<file path="src/rtl/skilift_seq.sv">
// skilift_seq: multi-cycle add / XOR / shift sequencer, one stage per clock.
// Ports: clk, rst_n, in_valid/in_ready/in_data/in_key, out_valid/out_ready/out_data,
// busy, round_idx. Define SKILIFT_ROT_EN to make the shift stage a rotate.
module skilift_seq #(
  parameter int WIDTH  = 64,
  parameter int ROUNDS = 1,
  parameter int SHAMT  = 5,
  parameter logic [WIDTH-1:0] XOR_CONST =
    WIDTH'(64'h4841434B45525321)
) (
  input  logic             clk,
  input  logic             rst_n,
  input  logic             in_valid,
  output logic             in_ready,
  input  logic [WIDTH-1:0] in_data,
  input  logic [WIDTH-1:0] in_key,
  output logic             out_valid,
  input  logic             out_ready,
  output logic [WIDTH-1:0] out_data,
  output logic             busy,
  output logic [7:0]       round_idx
);

  typedef enum logic [2:0] {
    IDLE,
    ADD,
    XOR,
    SHR,
    DONE
  } state_t;

  state_t           state_q, state_d;
  logic [WIDTH-1:0] acc_q, acc_d;
  logic [WIDTH-1:0] key_q, key_d;
  logic [WIDTH-1:0] out_q, out_d;
  logic [7:0]       round_q, round_d;
  logic [WIDTH-1:0] shr_v;

`ifdef SKILIFT_ROT_EN
  assign shr_v = (acc_q >> SHAMT)
               | (acc_q << (WIDTH - SHAMT));
`else
  assign shr_v = acc_q >> SHAMT;
`endif

  always_ff @(posedge clk or negedge rst_n) begin
    if (!rst_n) begin
      state_q <= IDLE;
      acc_q   <= '0;
      key_q   <= '0;
      out_q   <= '0;
      round_q <= '0;
    end else begin
      state_q <= state_d;
      acc_q   <= acc_d;
      key_q   <= key_d;
      out_q   <= out_d;
      round_q <= round_d;
    end
  end

  always_comb begin
    state_d = state_q;
    acc_d   = acc_q;
    key_d   = key_q;
    out_d   = out_q;
    round_d = round_q;
    unique case (state_q)
      IDLE: begin
        if (in_valid) begin
          acc_d   = in_data;
          key_d   = in_key;
          round_d = '0;
          state_d = ADD;
        end
      end
      ADD: begin
        acc_d   = acc_q + key_q;
        state_d = XOR;
      end
      XOR: begin
        acc_d   = acc_q ^ XOR_CONST;
        state_d = SHR;
      end
      SHR: begin
        acc_d = shr_v;
        if (round_q == 8'(ROUNDS - 1)) begin
          out_d   = shr_v;
          state_d = DONE;
        end else begin
          round_d = round_q + 8'd1;
          state_d = ADD;
        end
      end
      DONE: begin
        if (out_ready) state_d = IDLE;
      end
      default: state_d = IDLE;
    endcase
  end

  assign in_ready  = (state_q == IDLE);
  assign out_valid = (state_q == DONE);
  assign busy      = (state_q != IDLE);
  assign out_data  = out_q;
  assign round_idx = round_q;

endmodule

</file>
<file path="config.mk">
export PLATFORM = sky130hd
export DESIGN_NAME = skilift_seq
export DESIGN_NICKNAME = d
export VERILOG_FILES = /design/src/rtl/skilift_seq.sv
export SDC_FILE = /design/constraint.sdc
export NUM_CORES = 1
export LEC_CHECK = 0
export ABC_CLOCK_PERIOD_IN_PS = 3500
export CAP_MARGIN = 10
export CORE_MARGIN = 2
export CORE_UTILIZATION = 54
export CTS_CLUSTER_DIAMETER = 80
export DETAILED_ROUTE_END_ITERATION = 8
export PLACE_DENSITY = 0.81
export SYNTH_ARGS = -nofsm -noshare
export SYNTH_HDL_FRONTEND = slang
export SYNTH_SLANG_ARGS = --single-unit
</file>
<file path="constraint.sdc">
create_clock -name clk -period 3.5 [get_ports clk]
set_input_delay 0.35 -clock clk [delete_from_list [all_inputs] [get_ports clk]]
set_output_delay 0.35 -clock clk [all_outputs]
set_load 0.02 [all_outputs]
</file>
* Word level (Yosys, flattened, before mapping)
Index checks and enable logic that the tools add are counted.
W data, S select, Z words.
** Word-level totals
- Input bits :: 132
- Register bits :: 198
** Operators by class
- Equal/unequal tests :: 7
- Bitwise logic cells :: 2
- $add $sub $neg :: 2
- Mux-type cells :: 9
- Reduce and logical (&&, ||, !) cells :: 12
** Operators with widths (count)
- $pmux W64 S4 :: 1
- $add A64 B64 Y64 :: 1
- $mux W64 :: 1
- $not A23 Y23 :: 1
- $mux W8 :: 2
- $pmux W8 S2 :: 1
- $pmux W3 S5 :: 1
- $mux W3 :: 3
- $add A8 B1 Y8 const B :: 1
- $logic_not A8 Y1 :: 1
- $reduce_and A2 Y1 :: 4
- $eq A3 B2 Y1 const B :: 2
- $reduce_and A3 Y1 :: 2
- $reduce_bool A3 Y1 :: 2
- $ne A2 B2 Y1 const B :: 2
- $reduce_bool A4 Y1 :: 1
- $eq A3 B1 Y1 const B :: 1
- $eq A3 B3 Y1 const B :: 1
- $logic_not A3 Y1 :: 1
- $ne A2 B1 Y1 const B :: 1
- $reduce_bool A2 Y1 :: 1
- $not A1 Y1 :: 1

* Longest topological paths before layout
- Word-level depth :: 3
- Gate-level depth with buffers :: 13
- Gate-level depth less buffers :: 13

* Worst setup path before layout
No wires, ideal clock.
- Path type :: register to register
- Start point :: register acc_q[0]
- End point :: register acc_q[52]
- Period minus slack after synthesis :: 2.828 ns
- Data required time :: 3.362 ns
- Arrival :: 2.690 ns
- Cell stages (with the launch flop) :: 14
- Path slack :: 0.672 ns
- Path buffers :: 0
- Cell sequence :: dfrtp_1 ha_1 inv_1 fa_1 nand2b_1 a21oi_1 o21ai_1 a211oi_1 o21ai_1 a22oi_2 a21oi_1 o31ai_1 xnor2_1 o22ai_1
** On the way
- Longest elaborated chain between the ends :: 2
** RTL lines
- start: declaration :: RTL line 33 : logic [WIDTH-1:0] acc_q, acc_d;
- start signal: assignment :: RTL line 49 : acc_q <= '0;
- start signal: assignment :: RTL line 55 : acc_q <= acc_d;
- $add A64 B64 Y64 :: RTL line 78 : acc_d = acc_q + key_q;
- $pmux W64 S4 :: RTL line 68 : unique case (state_q)
Every way passes these cells.
A chain may end at the register's enable or synchronous reset.

* Final worst setup path
- Start point :: register acc_q[0]
- End point :: register acc_q[58]
The elaborated chain is that of the path after synthesis.

==> results by stage <==
Outcome:
- The run finished with clean final reports.

Timing:
- The shortest clock period the worst path allows after layout is 3.32 ns.
- The count of final max-slew check failures came to 0.
- Headroom to the max-slew limit came out at 24.4%.
- The final-report setup violation count is 0.
- Setup repair after global routing left no endpoint under its margin.
- The number of hold violations in the final report is 0.
- The timing-limited maximum frequency is 0.301 GHz.
- In the finished design, the share of the clock period the worst path needs comes to 94.8%.
- Summed over all failing endpoints, the final setup total negative slack is 0 ns.
- Between clock sinks in the finished design, the worst skew comes to 0.0117 ns.
- At the pin with the least slew margin, the transition time is 1.13 ns.
- The worst hold slack is 0.442 ns.

Worst setup path:
- The kind of cell adding the most delay to the critical path is compound AO/OA/AOI/OAI gates.
- For this design, the slowest cell found on the critical path is sky130_fd_sc_hd__fa_1.
- The signal on the critical path passes through ha_1 > inv_1 > fa_1 > nand2b_1 > a21oi_1 > o21ai_2 > o211ai_1 > a211oi_1 > o31a_1 > nor2_1 > a41oi_1 > xor2_1 > o22ai_1.
- The number of buffers and inverters on the critical path is 1.
- STA classifies the critical path startpoint as a flop.
- The beginning of the worst register-to-register path is acc_q[0]$_DFFE_PN0P_.
- Counting cells, the worst reg-to-reg path comes to 13.
- The worst register-to-register path ends at acc_q[58]$_DFFE_PN0P_.
- The start-to-end type of the worst setup path is reg -> reg.
- For flop-to-flop paths, the worst setup slack is 0.18 ns.
- The biggest cell delay along the critical path is 0.41 ns.
- For the worst setup path, the data required time is 3.78 ns.
- The arrival time of the worst setup path is 3.60 ns.
- The type of element capturing the critical path is a flop.
- The critical-path maximum fanout is 4.

Clock network:
- The CTS tree is built.
- The worst-skew pair later-pin latency is 0.45 ns.
- The number of levels the H-tree was split into is 4.
- Once the clock tree was built, the setup fixing pass inserted 0 buffers.
- The clock passes through at most 2 buffers.
- The library cell used as clock root buffer is sky130_fd_sc_hd__clkbuf_16.
- TritonCTS created 17 clock buffers.
- After clock tree synthesis, the clock-pin slew on the worst setup and hold paths is 0.08 ns.
- The tree built by TritonCTS fans out to 198 sinks.

Floorplanning:
- The total die area is 23,800 um2.
- From bottom edge to top edge, the die measures 154 um.
- The number of I/O pins is 207.
- The core region is 22,400 um2.
- The initialized floorplan defines 55 standard-cell rows.
- From left edge to right edge, the die measures 154 um.
- The initial standard-cell utilization of the core is 54.4%.

Yosys:
- For this run, the register share of the synthesized area comes to 40.6%.
- The synthesized area divided by synthesized cell count is 9.69 um2.
- The mapped cell area is 12,200 um2.
- The number of storage elements in the synthesis netlist is 198.
- Counting flops with a built-in enable in the synthesized netlist gives 0.
- Synthesis handed over a netlist of 1,260 instances.
- The most common flop cell mapped by yosys is sky130_fd_sc_hd__dfrtp_1.
- The count of yosys warnings during synthesis is 0.
- After synthesis, the netlist uses 73 different library cells.
- The post-synthesis async set-or-reset flop share is 100%.

Finish:
- The layout net count is 1,619.
- With fillers left out, the area of the finished cells amounts to 15,000 um2.
- The library cell used most frequently in the layout, excluding fill and tap cells, is sky130_fd_sc_hd__clkdlybuf4s50_1.
- In the layout the commonest cells are sky130_fd_sc_hd__clkdlybuf4s50_1, sky130_fd_sc_hd__dfrtp_1, sky130_fd_sc_hd__mux2_2, sky130_fd_sc_hd__a21oi_1, sky130_fd_sc_hd__nand2_1.
- The layout overhead on the synthesized area is 22.8%.
- 0 antenna diodes ended up in the layout.
- Cells with a size suffix above 1 make up 13.7% of the layout.

Run:
- The reported max-cap violation count is 0.

Global routing:
- The wire length of the first global-routing pass is 59,300 um.
- The maximum number of pins on one net before global-route repair is 99.
- Global routing used 31.6% of the available tracks.
- Global routing finished with a remaining overflow of 0.
- The number of global-route vias before repair is 10,873.
- The initial antenna violation count is 0.

Place:
- Routability-driven placement finished with a final weighted congestion of 1.00.
- The placed instances occupy a cell area of 14,400 um2.
- Detailed placement ended at an HPWL of 27,300 um.
- In this run the tool buffered the top-level ports with 201 buffer cells.

Drt:
- The vias after detailed routing is 10,918.
- In the final routed layout, each cell accounts on average for 21.9 um.
- For this run, design rule violations remaining after detail routing come to 0.
- The ratio of routed vias to standard cells is 6.36.
- The detailed router finished its first iteration with 1,108 violations.
- The number of nets with antenna violations after routing is 0.
- Before antenna repair, the detailed router went through 9 iterations.
- The total detailed-routing wirelength is 37,700 um.

Min path:
- The tightest min-delay check is of the in -> async type.
==> metrics by stage <==
step | cells | util [%] | worst slack (ns)
after floorplan | 1264 | - | 0.672
after global placement | 1686 | 64.1 | 0.233
after detailed placement | 1686 | 64.1 | 0.161
after CTS | 1718 | 66.8 | 0.114
after global routing | 1718 | 66.8 | 0.00448
final | 1718 | 66.8 | 0.181
==> worst max-delay path by stage <==
stage / startpoint / to / slack, ns / cells past startpoint
2_1_floorplan: acc_q[0]$_DFFE_PN0P_ / acc_q[52]$_DFFE_PN0P_ / 0.67 / 13
3_3_place_gp: acc_q[0]$_DFFE_PN0P_ / acc_q[52]$_DFFE_PN0P_ / 0.23 / 13
3_5_place_dp: acc_q[0]$_DFFE_PN0P_ / acc_q[52]$_DFFE_PN0P_ / 0.16 / 13
4_1_cts: acc_q[0]$_DFFE_PN0P_ / acc_q[52]$_DFFE_PN0P_ / 0.11 / 13
5_1_grt: acc_q[4]$_DFFE_PN0P_ / acc_q[29]$_DFFE_PN0P_ / 0.004 / 11
6_report: acc_q[0]$_DFFE_PN0P_ / acc_q[58]$_DFFE_PN0P_ / 0.18 / 13
==> registers in the layout (all words and copies together), names as in the netlist <==
register,count
acc_q,64
state_q,3
out_data,59
round_idx,8
key_q,64
==> routing by layer <==
layer	up-vias	GRT usage, %	wire, um	part of all wire [%]
met2	506	52.3	17800	47
met5	-	0	0	0
met3	74	4.99	2780	7.4
li1	4980	-	-	-
met1	5358	43.3	16100	43
met4	0	9.74	924	2.5
==> Yosys cell counts, types with 15 or more instances <==
library cell | count | share of area (%)
sky130_fd_sc_hd__a21o_1 | 19 | 1.2
sky130_fd_sc_hd__a21oi_1 | 121 | 5.0
sky130_fd_sc_hd__a222oi_1 | 35 | 2.9
sky130_fd_sc_hd__clkbuf_1 | 57 | 1.8
sky130_fd_sc_hd__dfrtp_1 | 198 | 41
sky130_fd_sc_hd__ha_1 | 65 | 6.7
sky130_fd_sc_hd__inv_1 | 30 | 0.92
sky130_fd_sc_hd__mux2_2 | 121 | 11
sky130_fd_sc_hd__nand2_1 | 109 | 3.4
sky130_fd_sc_hd__nand3_1 | 21 | 0.86
sky130_fd_sc_hd__nand4_1 | 24 | 1.2
sky130_fd_sc_hd__nor2_1 | 91 | 2.8
sky130_fd_sc_hd__o21ai_0 | 81 | 3.3
sky130_fd_sc_hd__o21ai_1 | 15 | 0.62
sky130_fd_sc_hd__or3_1 | 17 | 0.87
sky130_fd_sc_hd__xnor2_1 | 42 | 3.0
sky130_fd_sc_hd__xor2_1 | 21 | 1.5
==> layout make-up <==
| type | count | area (um2) |
|---|---|---|
| Sequential cell | 198 | 4960 |
| Inverter | 30 | 113 |
| Clock inverter | 12 | 136 |
| Multi-Input combinational cell | 955 | 6800 |
| Timing Repair Buffer | 219 | 2190 |
| Tap cell | 285 | 357 |
| Fill cell | 1743 | 7440 |
| Clock buffer | 19 | 443 |
==> cell families (layout without fill, tap and decap cells) <==
logic type	count (synthesis)	after routing	share of synthesized area, %
buffers and inverters	111	280	4.09
flip-flops	198	198	40.6
multiplexers	125	125	11.5
AND/OR/NAND/NOR	314	314	11.8
XOR/XNOR	63	63	4.52
adder cells (fa/ha/maj)	66	66	6.83
AO/OA/AOI/OAI	382	382	20.6
other	1	5	0.0307
==> timing repair <==
action,4_1_cts,5_1_grt
endpoints found under the hold margin,64,0
hold buffers,1,0
resized for setup,0,4
endpoints found under the setup margin,0,5
Power of run 1 is not shown: default switching activity piles up to over one toggle a cycle in this logic, so the estimate is an artifact.
==> RTL change 1, RTL diff (same settings) <==
Make the reset (`rst_n`) synchronous in one clocked block.
--- a/src/rtl/skilift_seq.sv
+++ b/src/rtl/skilift_seq.sv
@@ -43,7 +43,7 @@
   assign shr_v = acc_q >> SHAMT;
 `endif
 
-  always_ff @(posedge clk or negedge rst_n) begin
+  always_ff @(posedge clk) begin
     if (!rst_n) begin
       state_q <= IDLE;
       acc_q   <= '0;
Function: differs if rst_n is asserted again (counterexample within 4 cycles, from zero or initial values and one cycle with rst_n low); with rst_n held inactive, the same outputs for 10 cycles.
==> RTL change 1 against the original RTL <==
First-iteration DRC count up 18%. Synthesized cell count is 29% higher. Area after synthesis hardly changed. Highest routed layer unchanged. Sequential cell count did not move. Global-route usage increased by 3.7 points. Setup slack improved by 0.20 ns. Design area is 0.35% lower. Count of clock-buffer cells in the layout stayed put. Routed wire length is 14% higher.
==> RTL change 1: results (changes against the original RTL) <==
Outcome
  – Status: finished clean (unchanged)

Logic synthesis
  – Asr flop ratio synth: 0% (was 100%)
  – Sequential area share after synthesis: 32.5% (was 40.6%)
  – Most used DFF post-synth: dfxtp_1 (was dfrtp_1)
  – Yosys cell types: 87 (was 73)
  – Syn Area/Cell: 7.49 µm² (was 9.69 µm²)

Worst setup path
  – CP max stage cell: o31ai_1 (was fa_1)
  – Reg2Reg Launch Point: acc_q[7] (was acc_q[0])
  – CP peak stage delay: 0.48 ns (was 0.41 ns)
  – Reg2reg end: acc_q[36] (was acc_q[58])
  – Reg2reg path depth: 10 (was 13)
  – Worst EP arrival: 3.44 ns (was 3.60 ns)
  – Reg2Reg Setup Slack: 0.39 ns (was 0.18 ns)

Power
  – Clock power frac: 28.4%

Global routing
  – Overall global routing resource usage: 35.3% (was 31.6%)
  – Vias in the first global route: 12.3k (was 10.9k)
  – Largest net degree at the start of global routing: 87 (was 99)
  – Met1 Track Usage GR: 46.0% (was 43.3%)
  – First-pass GRT wire length: 67100 µm (was 59300 µm)
  – Met2 GRT Util: 60.6% (was 52.3%)
  – M3 GR Usage: 5.13% (was 4.99%)

Route
  – Vias per inst: 6.30 (was 6.36)
  – Drt pass-1 iters: 9 (unchanged)
  – Average detailed-routed wire length per instance: 20.8 µm (was 21.9 µm)
  – Initial DRC count: 1310 (was 1108)
  – Wire length on met1: 17700 µm (was 16100 µm)
  – WL met2: 20800 µm (was 17800 µm)

Finish
  – Share of layout cells above drive strength 1: 6.26% (was 13.7%)
  – Antenna cells: 0 (unchanged)

Place
  – Placed Instances: 2022 (was 1686)
  – Global placer's final weighted congestion: 1.02 (was 1.00)
  – Cell Area, Placed: 14400 µm² (about the same)
  – DP Wirelength: 32200 µm (was 27300 µm)

Timing
  – Setup Skew: 0.0144 ns (was 0.0117 ns)
  – Worst-Margin Slew: 0.897 ns (was 1.13 ns)

Hold path
  – Worst min-delay path category: primary input to flip-flop (was primary input to asynchronous set/reset pin)
[RTL change 1: logic make-up (layout without fill, tap and decap cells)]
kind of cell               count (synthesis)  in the layout  synth area share [%]
AOI/OAI and AO/OA                        569            569                  30.0
muxes                                      7              7                 0.574
buffers and inverters                    156            298                  5.34
adders and majority gates                 66             66                  6.83
xor gates and xnor gates                  59             59                  4.24
and+or+nand+nor                          572            572                  20.5
DFF                                      198            198                  32.5
other                                      1              5                0.0307
[RTL change 1: metrics by stage]
stage	power (mW)	setup slack (ns)	hold slack, ns
floorplan	4.17	0.971	0.440
global placement	4.90	0.495	0.443
detailed placement	4.93	0.465	0.447
CTS	6.86	0.464	0.327
global route	7.21	0.224	0.351
finish	6.90	0.385	0.340
[RTL change 1: worst max-delay path by stage]
stage	startpoint	to	slack (ns)	cells after the start
global route	acc_q[0]	acc_q[24]	0.22	12
finish	acc_q[7]	acc_q[36]	0.39	10
detailed placement	acc_q[0]	acc_q[36]	0.47	12
floorplan	acc_q[0]	acc_q[60]	0.97	12
CTS	acc_q[0]	acc_q[36]	0.46	12
global placement	acc_q[13]	acc_q[36]	0.50	10
[RTL change 1: area by class of cell]
cell class | count | area [µm²] | share of cell area (%)
clock inverter | 13 | 133 | 0.888
multi-input combinational | 1278 | 7630 | 51.1
timing repair buffer | 237 | 2310 | 15.5
tap | 280 | 350 | 2.34
sequential | 198 | 3970 | 26.5
clock buffer | 19 | 433 | 2.90
inverter | 29 | 111 | 0.745
[RTL change 1: worst reg2reg max path, delay by kind of cell (launching register included)]
family,cells,cell delay [ns]
fa+ha+maj,1,0.33
compound gates,8,2.08
flops,1,0.43
xor+xnor,1,0.18
==> RTL change 2, RTL diff (same flow settings) <==
Without the edit above. The parameter `WIDTH` goes from 64 to 128.
--- a/src/rtl/skilift_seq.sv
+++ b/src/rtl/skilift_seq.sv
@@ -2,7 +2,7 @@
 // Ports: clk, rst_n, in_valid/in_ready/in_data/in_key, out_valid/out_ready/out_data,
 // busy, round_idx. Define SKILIFT_ROT_EN to make the shift stage a rotate.
 module skilift_seq #(
-  parameter int WIDTH  = 64,
+  parameter int WIDTH  = 128,
   parameter int ROUNDS = 1,
   parameter int SHAMT  = 5,
   parameter logic [WIDTH-1:0] XOR_CONST =
Interface: changed (resized in_data, in_key and out_data); port bits go from 207 to 399. No check against the original RTL was run, so the function may have changed too.
==> RTL change 2 against the original RTL <==
The run now ends with DRC, setup timing left. Sequential cell count up 192. Synthesized cell count is 100% higher. Routed wire length grew to 2.7 times the old value. Setup slack worse by 0.21 ns. Design area is 130% higher. Area after synthesis rose by 100%. Critical path depth is 4 higher. Critical path type unchanged.
Power is left out: the tool's default activity adds up to more than one toggle a clock period on the data nets, which glitch-free logic cannot reach.
==> RTL change 2: results (changes against the original RTL) <==
Route
  – Drt pass-1 iters: 9 (unchanged)
  – Average detailed-routed wire length per instance: 26.2 µm (was 21.9 µm)
  – Vias per inst: 6.52 (was 6.36)
  – Initial DRC count: 3115 (was 1108)
  – DRC: 15 (was 0)

Place
  – DP Wirelength: 73300 µm (was 27300 µm)
  – IO Port Bufs: 393 (was 201)
  – Global placer's final weighted congestion: 1.00 (about the same)

Clock network
  – CTS buffer count: 43 (was 17)
  – Clock Latency Late Sink: 0.60 ns (was 0.45 ns)
  – Clk pin slew, worst setup/hold paths: 0.07 ns
  – H-Tree Depth: 2 (was 4)
  – CTS root buf: clkbuf_16 (unchanged)
  – Maximum root-to-sink buffer count: 3 (was 2)

Global routing
  – First-pass GRT wire length: 151000 µm (was 59300 µm)
  – Overall global routing resource usage: 41.6% (was 31.6%)
  – Met2 GRT Util: 67.5% (was 52.3%)
  – Vias in the first global route: 25.4k (was 10.9k)
  – M3 GR Usage: 6.58% (was 4.99%)
  – Met1 Track Usage GR: 54.5% (was 43.3%)
  – Antenna violations before repair: 9 (was 0)
  – Largest net degree at the start of global routing: 108 (was 99)

Finish
  – Share of layout cells above drive strength 1: 26.7% (was 13.7%)
  – Fill cell count: 3008 (was 1743)
  – Nets: 3614 (was 1619)

Timing
  – Final slew viol count: 0 (unchanged)
  – Setup Skew: 0.0213 ns (was 0.0117 ns)
  – Endpoints failing setup: 2 (was 0)
  – Setup slack after layout: -0.0259 ns (was 0.181 ns)
  – TNS Setup: -0.0354 ns (was 0 ns)
  – Worst-Margin Slew: 0.983 ns (was 1.13 ns)

Hold path
  – Worst min-delay path category: primary input to flip-flop (was primary input to asynchronous set/reset pin)

Outcome
  – Failing checks: DRC, setup timing
  – Status: finished, violations left (was finished clean)

Worst setup path
  – Worst EP arrival: 3.96 ns (was 3.60 ns)
  – Crit Path Max Fanout: 3 (was 4)
  – CP peak stage delay: 0.41 ns (about the same)
  – Largest delay share family, worst path: compound AO/OA/AOI/OAI gates (unchanged)
  – CP max stage cell: a222oi_1 (was fa_1)

Logic synthesis
  – Yosys warns: 0 (unchanged)
  – Sequential area share after synthesis: 39.8% (was 40.6%)
  – Commonest cells in the netlist: dfrtp_1 (390), a21oi_1 (266), mux2_2 (250) (was dfrtp_1 (198), a21oi_1 (121), mux2_2 (121))
  – Ranking of synthesized cells by area: dfrtp_1 (40%), mux2_2 (11%), ha_1 (6.6%) (was dfrtp_1 (41%), mux2_2 (11%), ha_1 (6.7%))
  – Yosys cell types: 85 (was 73)
  – Asr flop ratio synth: 100% (unchanged)
==> RTL change 2: changes by cell type after synthesis, moves of 64 or more <==
cell,delta
a21oi_1,+145
dfrtp_1,+192
ha_1,+64
clkbuf_1,+83
nor2_1,+108
mux2_2,+129
o21ai_0,+83
nand2_1,+109
==> RTL change 2: path summary, 6_finish.rpt <==
kind                          startpoint             to  slack, ns  depth (start not counted)
setup / recovery                acc_q[0]      acc_q[56]      -0.03                         17
hold / removal               in_key[127]     key_q[127]       0.37                          2
setup reg to reg                acc_q[0]      acc_q[56]      -0.03                         17
hold reg to reg            out_data[109]  out_data[109]       0.50                          1
max in group asynchronous          rst_n      key_q[64]       2.04                          3
min in group asynchronous          rst_n   out_data[24]       0.50                          2
==> RTL change 2: per-stage QoR <==
| stage | utilization (%) | setup WS [ns] | instances | area [µm²] |
|---|---|---|---|---|
| final | 75.3 | -0.0259 | 3860 | 33900 |
| after global routing | 75.3 | -0.143 | 3860 | 33900 |
| after CTS | 73.4 | 0.000569 | 3839 | 33100 |
| after detailed placement | 69.7 | -0.437 | 3758 | 31400 |
| after global placement | 69.7 | -0.282 | 3758 | 31400 |
| after floorplan | - | 0.145 | 2583 | 24500 |
==> RTL change 2: cell type report <==
type	count	area [µm²]	area share (%)
Multi-Input combinational cell	1963	14800	43.6
Sequential cell	390	9760	28.8
Timing Repair Buffer	778	7030	20.7
Clock buffer	59	1220	3.59
Tap cell	600	751	2.21
Inverter	48	183	0.538
Clock inverter	14	175	0.516
Antenna cell	8	20.0	0.0590
==> RTL change 2: kinds of logic after synthesis <==
logic type / count (synthesis) / share of synthesized area, %
flip-flops: 390 / 39.8
adder cells (fa/ha/maj): 130 / 6.66
XOR/XNOR: 128 / 4.57
multiplexers: 252 / 11.6
other: 1 / 0.0153
AND/OR/NAND/NOR: 636 / 11.9
buffers and inverters: 230 / 3.75
AO/OA/AOI/OAI: 812 / 21.8
==> RTL change 2: what timing repair did <==
action | 4_1_cts | 5_1_grt
resized for setup | 44 | 143
cloned | 0 | 0
pin swaps | 27 | 71
endpoints found under the setup margin | 49 | 70
setup buffers | 7 | 13
hold endpoints to repair | 97 | 0
hold buffers | 1 | 0
==> RTL change 2: metal layers <==
layer	share of wire, %	wire [µm]
met5	0.013	13
met4	5.6	5690
met3	8.6	8740
met2	46	46800
met1	40	40100
